## src/rtl/usb_tx_encoder.sv

```systemverilog
// USB full-speed transmit encoder: SYNC prefix, LSB-first serialization, bit stuffing,
// NRZI line coding and EOP generation, one line bit every CLKS_PER_BIT clocks.
module usb_tx_encoder #(
  parameter int CLKS_PER_BIT = 8
) (
  input  logic       clk,
  input  logic       rst,
  input  logic [7:0] tx_data,
  input  logic       tx_valid,
  input  logic       tx_last,
  output logic       tx_ready,
  output logic       d_plus,
  output logic       d_minus,
  output logic       tx_active,
  output logic       tx_err,
  output logic [2:0] dbg_state_o
);
  localparam int TW = (CLKS_PER_BIT > 2) ? $clog2(CLKS_PER_BIT) : 1;

  typedef enum logic [2:0] {S_IDLE, S_SYNC, S_DATA, S_EOP_SE0, S_EOP_J} state_t;

  state_t          state_q, state_d;
  logic [TW-1:0]   timer_q, timer_d;
  logic [2:0]      bit_q, bit_d;
  logic [7:0]      shift_q, shift_d;
  logic [7:0]      hold_data_q;
  logic            hold_last_q;
  logic            hold_full_q, hold_full_d;
  logic            cur_last_q, cur_last_d;
  logic [2:0]      ones_q, ones_d;
  logic            k_q, k_d;
  logic            se0_q, se0_d;
  logic            err_q, err_d;
  logic            wrap, accept, drain;
  logic            send, send_bit, load_byte, go_eop;

  // Handshake: a byte moves when tx_valid && tx_ready at a rising clk edge; the source
  // must hold tx_data/tx_last stable while tx_ready is low.
  assign tx_ready    = !hold_full_q && (state_q != S_EOP_SE0) && (state_q != S_EOP_J);
  assign accept      = tx_valid && tx_ready;
  assign wrap        = (timer_q == TW'(CLKS_PER_BIT - 1));
  assign d_plus      = !se0_q && !k_q;
  assign d_minus     = !se0_q && k_q;
  assign tx_active   = (state_q != S_IDLE);
  assign tx_err      = err_q;
  assign dbg_state_o = state_q;

  always_comb begin
    state_d     = state_q;
    timer_d     = (state_q == S_IDLE || wrap) ? '0 : timer_q + TW'(1);
    bit_d       = bit_q;
    shift_d     = shift_q;
    cur_last_d  = cur_last_q;
    ones_d      = ones_q;
    k_d         = k_q;
    se0_d       = se0_q;
    err_d       = 1'b0;
    drain       = 1'b0;
    send        = 1'b0;
    send_bit    = 1'b0;
    load_byte   = 1'b0;
    go_eop      = 1'b0;
    hold_full_d = hold_full_q;

    case (state_q)
      S_IDLE: begin
        if (hold_full_q) begin
          state_d = S_SYNC;
          k_d     = 1'b1;
          se0_d   = 1'b0;
          bit_d   = 3'd0;
          ones_d  = 3'd0;
        end
      end
      S_SYNC: begin
        if (wrap) begin
          if (bit_q != 3'd7) begin
            bit_d    = bit_q + 3'd1;
            send     = 1'b1;
            send_bit = (bit_q == 3'd6);
          end else begin
            load_byte = 1'b1;
          end
        end
      end
      S_DATA: begin
        if (wrap) begin
          // A pending stuff bit goes out before the next data bit or the EOP.
          if (ones_q == 3'd6) begin
            send     = 1'b1;
            send_bit = 1'b0;
          end else if (bit_q != 3'd7) begin
            bit_d    = bit_q + 3'd1;
            shift_d  = shift_q >> 1;
            send     = 1'b1;
            send_bit = shift_q[1];
          end else if (cur_last_q) begin
            go_eop = 1'b1;
          end else begin
            load_byte = 1'b1;
          end
        end
      end
      S_EOP_SE0: begin
        if (wrap) begin
          if (bit_q == 3'd0) begin
            bit_d = 3'd1;
          end else begin
            state_d = S_EOP_J;
            se0_d   = 1'b0;
            k_d     = 1'b0;
          end
        end
      end
      S_EOP_J: begin
        if (wrap) state_d = S_IDLE;
      end
      default: state_d = S_IDLE;
    endcase

    if (load_byte) begin
      if (hold_full_q) begin
        state_d    = S_DATA;
        shift_d    = hold_data_q;
        cur_last_d = hold_last_q;
        drain      = 1'b1;
        bit_d      = 3'd0;
        send       = 1'b1;
        send_bit   = hold_data_q[0];
      end else begin
        err_d  = 1'b1;
        go_eop = 1'b1;
      end
    end

    if (go_eop) begin
      state_d = S_EOP_SE0;
      se0_d   = 1'b1;
      bit_d   = 3'd0;
    end

    // NRZI: a zero toggles the line and breaks the run of ones.
    if (send) begin
      if (!send_bit) begin
        k_d    = !k_q;
        ones_d = 3'd0;
      end else begin
        ones_d = ones_q + 3'd1;
      end
    end

    if (drain)  hold_full_d = 1'b0;
    if (accept) hold_full_d = 1'b1;
  end

  always_ff @(posedge clk or posedge rst) begin
    if (rst) begin
      state_q    <= S_IDLE;
      timer_q    <= '0;
      bit_q      <= 3'd0;
      shift_q    <= 8'd0;
      cur_last_q <= 1'b0;
      ones_q     <= 3'd0;
      k_q        <= 1'b0;
      se0_q      <= 1'b0;
      err_q      <= 1'b0;
    end else begin
      state_q    <= state_d;
      timer_q    <= timer_d;
      bit_q      <= bit_d;
      shift_q    <= shift_d;
      cur_last_q <= cur_last_d;
      ones_q     <= ones_d;
      k_q        <= k_d;
      se0_q      <= se0_d;
      err_q      <= err_d;
    end
  end

  always_ff @(posedge clk or posedge rst) begin
    if (rst) begin
      hold_full_q <= 1'b0;
      hold_data_q <= 8'd0;
      hold_last_q <= 1'b0;
    end else begin
      hold_full_q <= hold_full_d;
      if (accept) begin
        hold_data_q <= tx_data;
        hold_last_q <= tx_last;
      end
    end
  end
endmodule

```

## config.mk

```make
export PLATFORM = sky130hd
export DESIGN_NAME = usb_tx_encoder
export DESIGN_NICKNAME = d
export VERILOG_FILES = /design/src/rtl/usb_tx_encoder.sv
export SDC_FILE = /design/constraint.sdc
export NUM_CORES = 1
export LEC_CHECK = 0
export CORE_ASPECT_RATIO = 1.4
export CORE_MARGIN = 8
export CORE_UTILIZATION = 59
export CTS_CLUSTER_SIZE = 30
export DETAILED_ROUTE_END_ITERATION = 7
export GPL_TIMING_DRIVEN = 0
export HOLD_SLACK_MARGIN = 0.06
export PLACE_DENSITY = 0.83
export REMOVE_ABC_BUFFERS = 1
export SLEW_MARGIN = 20
export SYNTH_ARGS = -nofsm -noshare
export SYNTH_HDL_FRONTEND = slang
export SYNTH_SLANG_ARGS = --single-unit
```

## constraint.sdc

```tcl
create_clock -name clk -period 5.67 [get_ports clk]
set_clock_uncertainty 0.2 [all_clocks]
set_input_delay 1.4175 -clock clk [delete_from_list [all_inputs] [get_ports clk]]
set_output_delay 1.4175 -clock clk [all_outputs]
set_load 0.01 [all_outputs]
```

==> impl_metrics.toml, run 1 <==
[outcome]
status = "complete, no violations"

[grt]
grt_use_total = 0.1701
gr-total-overflow = 0
grt_pass1_wl_um = 6313
grt_max_degree = 34
grt_pass1_vias = 1408
antenna_found_initial = 0

[clock_network]
cts_buffers = 5
clockBufferDepth = 2
htree_levels = 2
post_cts_buffers = 0
cts_tree = "built"
cts_root_buf = "clkbuf_8"
cts.reportedPaths.clkPinSlew_ns = 0.07
cts.sinks = 33
clkLatencyLatePin_ns = 0.29
cts_hold_buf = 0
cts-resized-gates = 0

[timing]
period_needed_ns = 3.729
finalHoldViolCount = 0
slew_headroom = 0.5013
tightest_slew_ns = 0.7440
slew_viol_final = 0
rsz0062_at_grt = "no"
max_freq_mhz = 268.2
fin_tns_setup_ns = 0
finalCritPeriodShare = 0.6576
setup_viol = 0

[place]
placed_cell_area_um2 = 1931
dpl.hpwl_um = 2690
port_buffers = 19
gp_congestion = 0.8920

[power_and_ir_drop]
ir_drop_mv = 0.2567
pwr-share-seq = 0.445
finalPower_mw = 0.8872
p_int_mw = 0.5692
switching_share = 0.3584
p_per_area_nw_per_um2 = 439.9
clockPowerShare = 0.192
leakage_nw = 0.9243
switchingPower_mw = 0.3179
comb_power_share = 0.363

[cells_and_area]
final_area_um2 = 2017
drive_gt1_frac = 0.1088
final_nets = 211
fill_cells = 231
final_util = 0.7152
diodes = 0
register_area_um2 = 825.8
syn2layout_area_growth_pct = 17.15
multi_input_area_um2 = 830.8

[setup_path]
crit_type = "flop to output pin"
critPathBufInv = 1
path_max_fanout = 16
crit_path_top_delay_cell = "dfrtp_1"
end_kind = "output pin"
crit_path_start_kind = "flop"
max_stage_delay_ns = 0.65
path_cells = "nor2_1, a221oi_1, clkdlybuf4s50_1"
path_delay_family = "flip-flops"
critPathRequiredTime_ns = 4.05
cp.arrival_ns = 2.11

[logic_synthesis]
synth_cell_types = 36
avgSynthCellArea_um2 = 9.952
yosysSeqAreaShare = 0.4797
synth_common_cells = "33 x dfrtp_1, 20 x nand2_1, 13 x o21ai_0, 10 x inv_1"
yosys_register_bits = 33
synth_edf_count = 0
yosysMostFrequentCell = "dfrtp_1"
synth_cells = 173
synthArstFlopShare = 1.000
synth_flop_cell = "dfrtp_1"
yosys_warnings = 0
yosys.area.top_type = "dfrtp_1"
yosysTopAreaCellShare = 0.4797
synth_area_leaders = "dfrtp_1 48%, mux2_2 5.2%, ha_1 5.1%"
synth_area_um2 = 1722

[die]
initial_core_util = 0.6105
floorplan.rows = 23
die_area_um2 = 4927
core_um2 = 2820
die_y_um = 79.92
ioPinCount = 20
fp.dieW_um = 61.66

[route]
vias_per_cell = 6.035
routed_wl_um = 3690
num_vias = 1388
dr.pass1.iters = 4
wl_per_cell_um = 16.04
drt-initial-drc-count = 61
drcViolationCount = 0
ant_nets = 0

[hold_path]
min_path_type = "flop to flop"

[flow_run]
maxCapViolCount = 0
-- stage by stage --
stage / setup WS (ns) / hold WS [ns] / std cells
floorplan: 2.854 / 0.2150 / 166
global placement: 2.342 / 0.2285 / 222
detailed placement: 2.283 / 0.2376 / 222
CTS: 1.940 / 0.2473 / 230
global route: 1.774 / 0.2598 / 230
finish: 1.941 / 0.2486 / 230
-- power groups by stage --
stage	Sequential, mW	Clock [mW]	Combinational, mW
6_report	0.395	0.170	0.322
5_1_grt	0.406	0.186	0.361
4_1_cts	0.393	0.175	0.324
3_5_place_dp	0.397	0	0.322
3_3_place_gp	0.391	0	0.303
2_1_floorplan	0.380	0	0.232
-- area by class of cell --
cell class / instances / area share
tap: 37 / 0.02295
sequential: 33 / 0.4094
clock inverter: 3 / 0.008685
inverter: 10 / 0.01861
clock buffer: 5 / 0.03412
multi-input combinational: 123 / 0.4119
timing repair buffer: 19 / 0.09429
-- worst register-to-register path, delay by kind of cell, from the launching register on --
kind                     cells  cell delay [ns]
flip-flops                   1             0.36
adder cells (fa/ha/maj)      2             0.49
AND/OR/NAND/NOR              3             1.15
AO/OA/AOI/OAI                1             0.22
-- routing by layer --
metal  global-route usage  part of all wire  up-vias
met5                    0                 0        -
met1               0.1749              0.37      676
met2               0.2848              0.54       46
met4              0.09382             0.030        0
li1                     -                 -      651
met3              0.06129             0.062       15
-- worst paths after layout --
check / from / endpoint / slack (ns) / depth (start not counted)
min in group asynchronous: rst / hold_data_q[2]$_DFFE_PP0P_ / 1.35 / 2
max in group asynchronous: rst / ones_q[1]$_DFFE_PP0P_ / 3.46 / 2
hold reg to reg: timer_q[0]$_DFF_PP0_ / timer_q[0]$_DFF_PP0_ / 0.25 / 1
hold / removal: timer_q[0]$_DFF_PP0_ / timer_q[0]$_DFF_PP0_ / 0.25 / 1
setup / recovery: dbg_state_o[0]$_DFF_PP0_ / tx_ready / 1.94 / 3
setup reg to reg: timer_q[0]$_DFF_PP0_ / shift_q[7]$_DFF_PP0_ / 3.10 / 6
-- cells by family after synthesis --
logic type,synth area share
multiplexers,0.09884
AO/OA/AOI/OAI,0.1548
AND/OR/NAND/NOR,0.1701
flip-flops,0.4797
XOR/XNOR,0.005088
buffers and inverters,0.04070
adder cells (fa/ha/maj),0.05087
-- cell usage in the layout (no fill, tap or decap), types with 2 or more instances in the layout --
master / netlist / final
a211oi_1: 3 / 3
a21o_1: 5 / 5
a21oi_1: 7 / 7
a22oi_1: 3 / 3
and2_1: 4 / 4
clkbuf_8: 0 / 5
clkdlybuf4s50_1: 0 / 19
clkinv_2: 0 / 2
dfrtp_1: 33 / 33
ha_1: 7 / 7
inv_1: 10 / 9
mux2_2: 8 / 8
mux2i_1: 8 / 8
nand2_1: 20 / 20
nand2b_1: 4 / 4
nand3_1: 5 / 5
nor2_1: 7 / 7
nor2b_1: 4 / 4
nor3_1: 6 / 5
o21a_1: 3 / 3
o21ai_0: 13 / 13
-- state kept, by name, summed over array words and instances (netlist names) --
signal       cells
hold_data_q      8
shift_q          7
bit_q            3
dbg_state_o      3
ones_q           3
timer_q          3
cur_last_q       1
hold_full_q      1
hold_last_q      1
k_q              1
se0_q            1
tx_err           1
(Power assumes the default switching activity.)
==> inputs of run 2 (changes only) <==
--- a/config.mk
+++ b/config.mk
@@ -7,12 +7,12 @@
 export LEC_CHECK = 0
 export CORE_ASPECT_RATIO = 1.4
 export CORE_MARGIN = 8
-export CORE_UTILIZATION = 59
+export CORE_UTILIZATION = 50
 export CTS_CLUSTER_SIZE = 30
 export DETAILED_ROUTE_END_ITERATION = 7
 export GPL_TIMING_DRIVEN = 0
 export HOLD_SLACK_MARGIN = 0.06
-export PLACE_DENSITY = 0.83
+export PLACE_DENSITY = 0.75
 export REMOVE_ABC_BUFFERS = 1
 export SLEW_MARGIN = 20
 export SYNTH_ARGS = -nofsm -noshare
==> constraint.sdc (replaced) <==
create_clock -name clk -period 3.2 [get_ports clk]
set_clock_uncertainty 0.2 [all_clocks]
set_input_delay 0.8 -clock clk [delete_from_list [all_inputs] [get_ports clk]]
set_output_delay 0.8 -clock clk [all_outputs]
set_load 0.01 [all_outputs]
==> run 2 against run 1 <==
  * Via count shrank 4.8%
  * Routed wire length down 4.5%
  * Combinational power increased by 76%
  * Count of clock-buffer cells in the layout is the same
  * Sequential power grew 77%
  * Global-route usage is 3.1 points lower
  * Hold slack better by 0.0061 ns
==> impl_metrics.toml, run 2 (synthesized netlist as in run 1, its figures left out) <==
[timing]
rsz0062_at_grt = "no"
finalCritPeriodShare = 0.9602
fin_tns_setup_ns = 0
finalHoldViolCount = 0
period_needed_ns = 3.073
tightest_slew_ns = 0.7008
slew_viol_final = 0
setup_viol = 0
slew_headroom = 0.5303
max_freq_mhz = 325.4

[place]
gp_congestion = 0.8617
port_buffers = 19
dpl.hpwl_um = 2621

[route]
drt-initial-drc-count = 38
vias_per_cell = 5.674
drcViolationCount = 0
routed_wl_um = 3523
num_vias = 1322
dr.pass1.iters = 4
wl_per_cell_um = 15.12
ant_nets = 0

[setup_path]
crit_path_top_delay_cell = "dfrtp_1"
critPathBufInv = 1
r2r-start = "timer_q[0]$_DFF_PP0_"
path_max_fanout = 14
crit_start = "dbg_state_o[2]$_DFF_PP0_"
path_delay_family = "flip-flops"
crit_type = "flop to output pin"
cp.arrival_ns = 2.07
max_stage_delay_ns = 0.62
crit_path_start_kind = "flop"
critPathRequiredTime_ns = 2.20
path_cells = "nor2b_1, a221oi_1, clkdlybuf4s50_1"
end_kind = "output pin"

[cells_and_area]
final_util = 0.6056
largest_reg_flops = 8
drive_gt1_frac = 0.1192
multi_input_area_um2 = 835.8
diodes = 0
final_cell_mix = "32 x dfrtp_1, 20 x nand2_1, 19 x clkdlybuf4s50_1"
syn2layout_area_growth_pct = 17.73
reg_top3 = "hold_data_q: 8 flops, shift_q: 7 flops"
regMostFlops = "hold_data_q"
register_area_um2 = 827.0
fill_cells = 276
final_nets = 211
final_common_cell = "dfrtp_1"

[grt]
grt_pass1_vias = 1430
gr-total-overflow = 0
grt_pass1_wl_um = 6258
grt_max_degree = 34
grt_use_total = 0.1388
antenna_found_initial = 0

[die]
initial_core_util = 0.5144
fp.dieW_um = 65.60
die_area_um2 = 5604
core_um2 = 3347
ioPinCount = 20
die_y_um = 85.43
floorplan.rows = 25

[clock_network]
cts_hold_buf = 0
cts_root_buf = "clkbuf_8"
cts_buffers = 5
cts.reportedPaths.clkPinSlew_ns = 0.07
clkLatencyLatePin_ns = 0.28
cts.sinks = 33
cts_tree = "built"
clockBufferDepth = 2
htree_levels = 2

[power_and_ir_drop]
finalPower_mw = 1.571
ir_drop_mv = 0.4101
p_per_area_nw_per_um2 = 774.8
leakage_nw = 0.9252

[hold_path]
min_path_type = "flop to flop"
hp-start = "timer_q[0]$_DFF_PP0_"

[outcome]
status = "complete, no violations"

[flow_run]
maxCapViolCount = 0
==> run 2: cell count changes in the layout (fill, tap and decap cells not counted) <==
cell,change
dfrtp_2,+1
nor3_2,+1
dfrtp_1,-1
nor3_1,-1
==> run 2: path summary, 6_finish.rpt <==
kind | to | slack (ns) | cells after the start
max reg2reg | shift_q[4]$_DFF_PP0_ | 0.68 | 6
max in group asynchronous | dbg_state_o[0]$_DFF_PP0_ | 1.57 | 2
max | tx_ready | 0.13 | 3
min in group asynchronous | ones_q[2]$_DFFE_PP0P_ | 0.74 | 2
min | timer_q[0]$_DFF_PP0_ | 0.25 | 1
min reg2reg | timer_q[0]$_DFF_PP0_ | 0.25 | 1
==> run 2: power breakdown <==
group | internal, mW | leakage [nW] | total [mW] | switching, mW
sequential | 0.576 | 0.416 | 0.701 | 0.125
clock | 0.150 | 0.0439 | 0.304 | 0.155
combinational | 0.284 | 0.465 | 0.566 | 0.282
==> run 2: final cells by class <==
class	count	share of cell area
Clock buffer	5	0.03395
Sequential cell	33	0.4080
Inverter	10	0.01852
Timing Repair Buffer	19	0.09383
Clock inverter	3	0.008642
Multi-Input combinational cell	123	0.4123
Tap cell	40	0.02469
==> run 2: timing repair <==
item                       CTS  global route
setup endpoints to repair    0             2
buffers inserted             0             0
resized for setup            0             2
==> run 2: stage by stage <==
stage               hold WS [ns]  std cells  setup slack [ns]  area [um^2]
finish                    0.2546        233            0.1273         2027
detailed placement        0.2592        225            0.3523         1934
floorplan                 0.2150        166            0.7549         1689
global route              0.2893        233         0.0009190         2027
CTS                       0.2692        233           0.04082         2021
global placement          0.2280        225            0.3492         1929
==> run 2: worst register-to-register path: cells and delay by family, from the launching register on <==
kind                     cells  cell delay, ns
AND/OR/NAND/NOR              3            1.12
adder cells (fa/ha/maj)      2            0.48
flip-flops                   1            0.36
AO/OA/AOI/OAI                1            0.21
==> run 2: layer usage <==
| metal | track usage | share of wire | vias up |
|---|---|---|---|
| li1 | - | - | 644 |
| met1 | 0.1508 | 0.42 | 643 |
| met2 | 0.2453 | 0.52 | 26 |
| met3 | 0.02635 | 0.032 | 9 |
| met4 | 0.06972 | 0.021 | 0 |
| met5 | 0 | 0 | - |
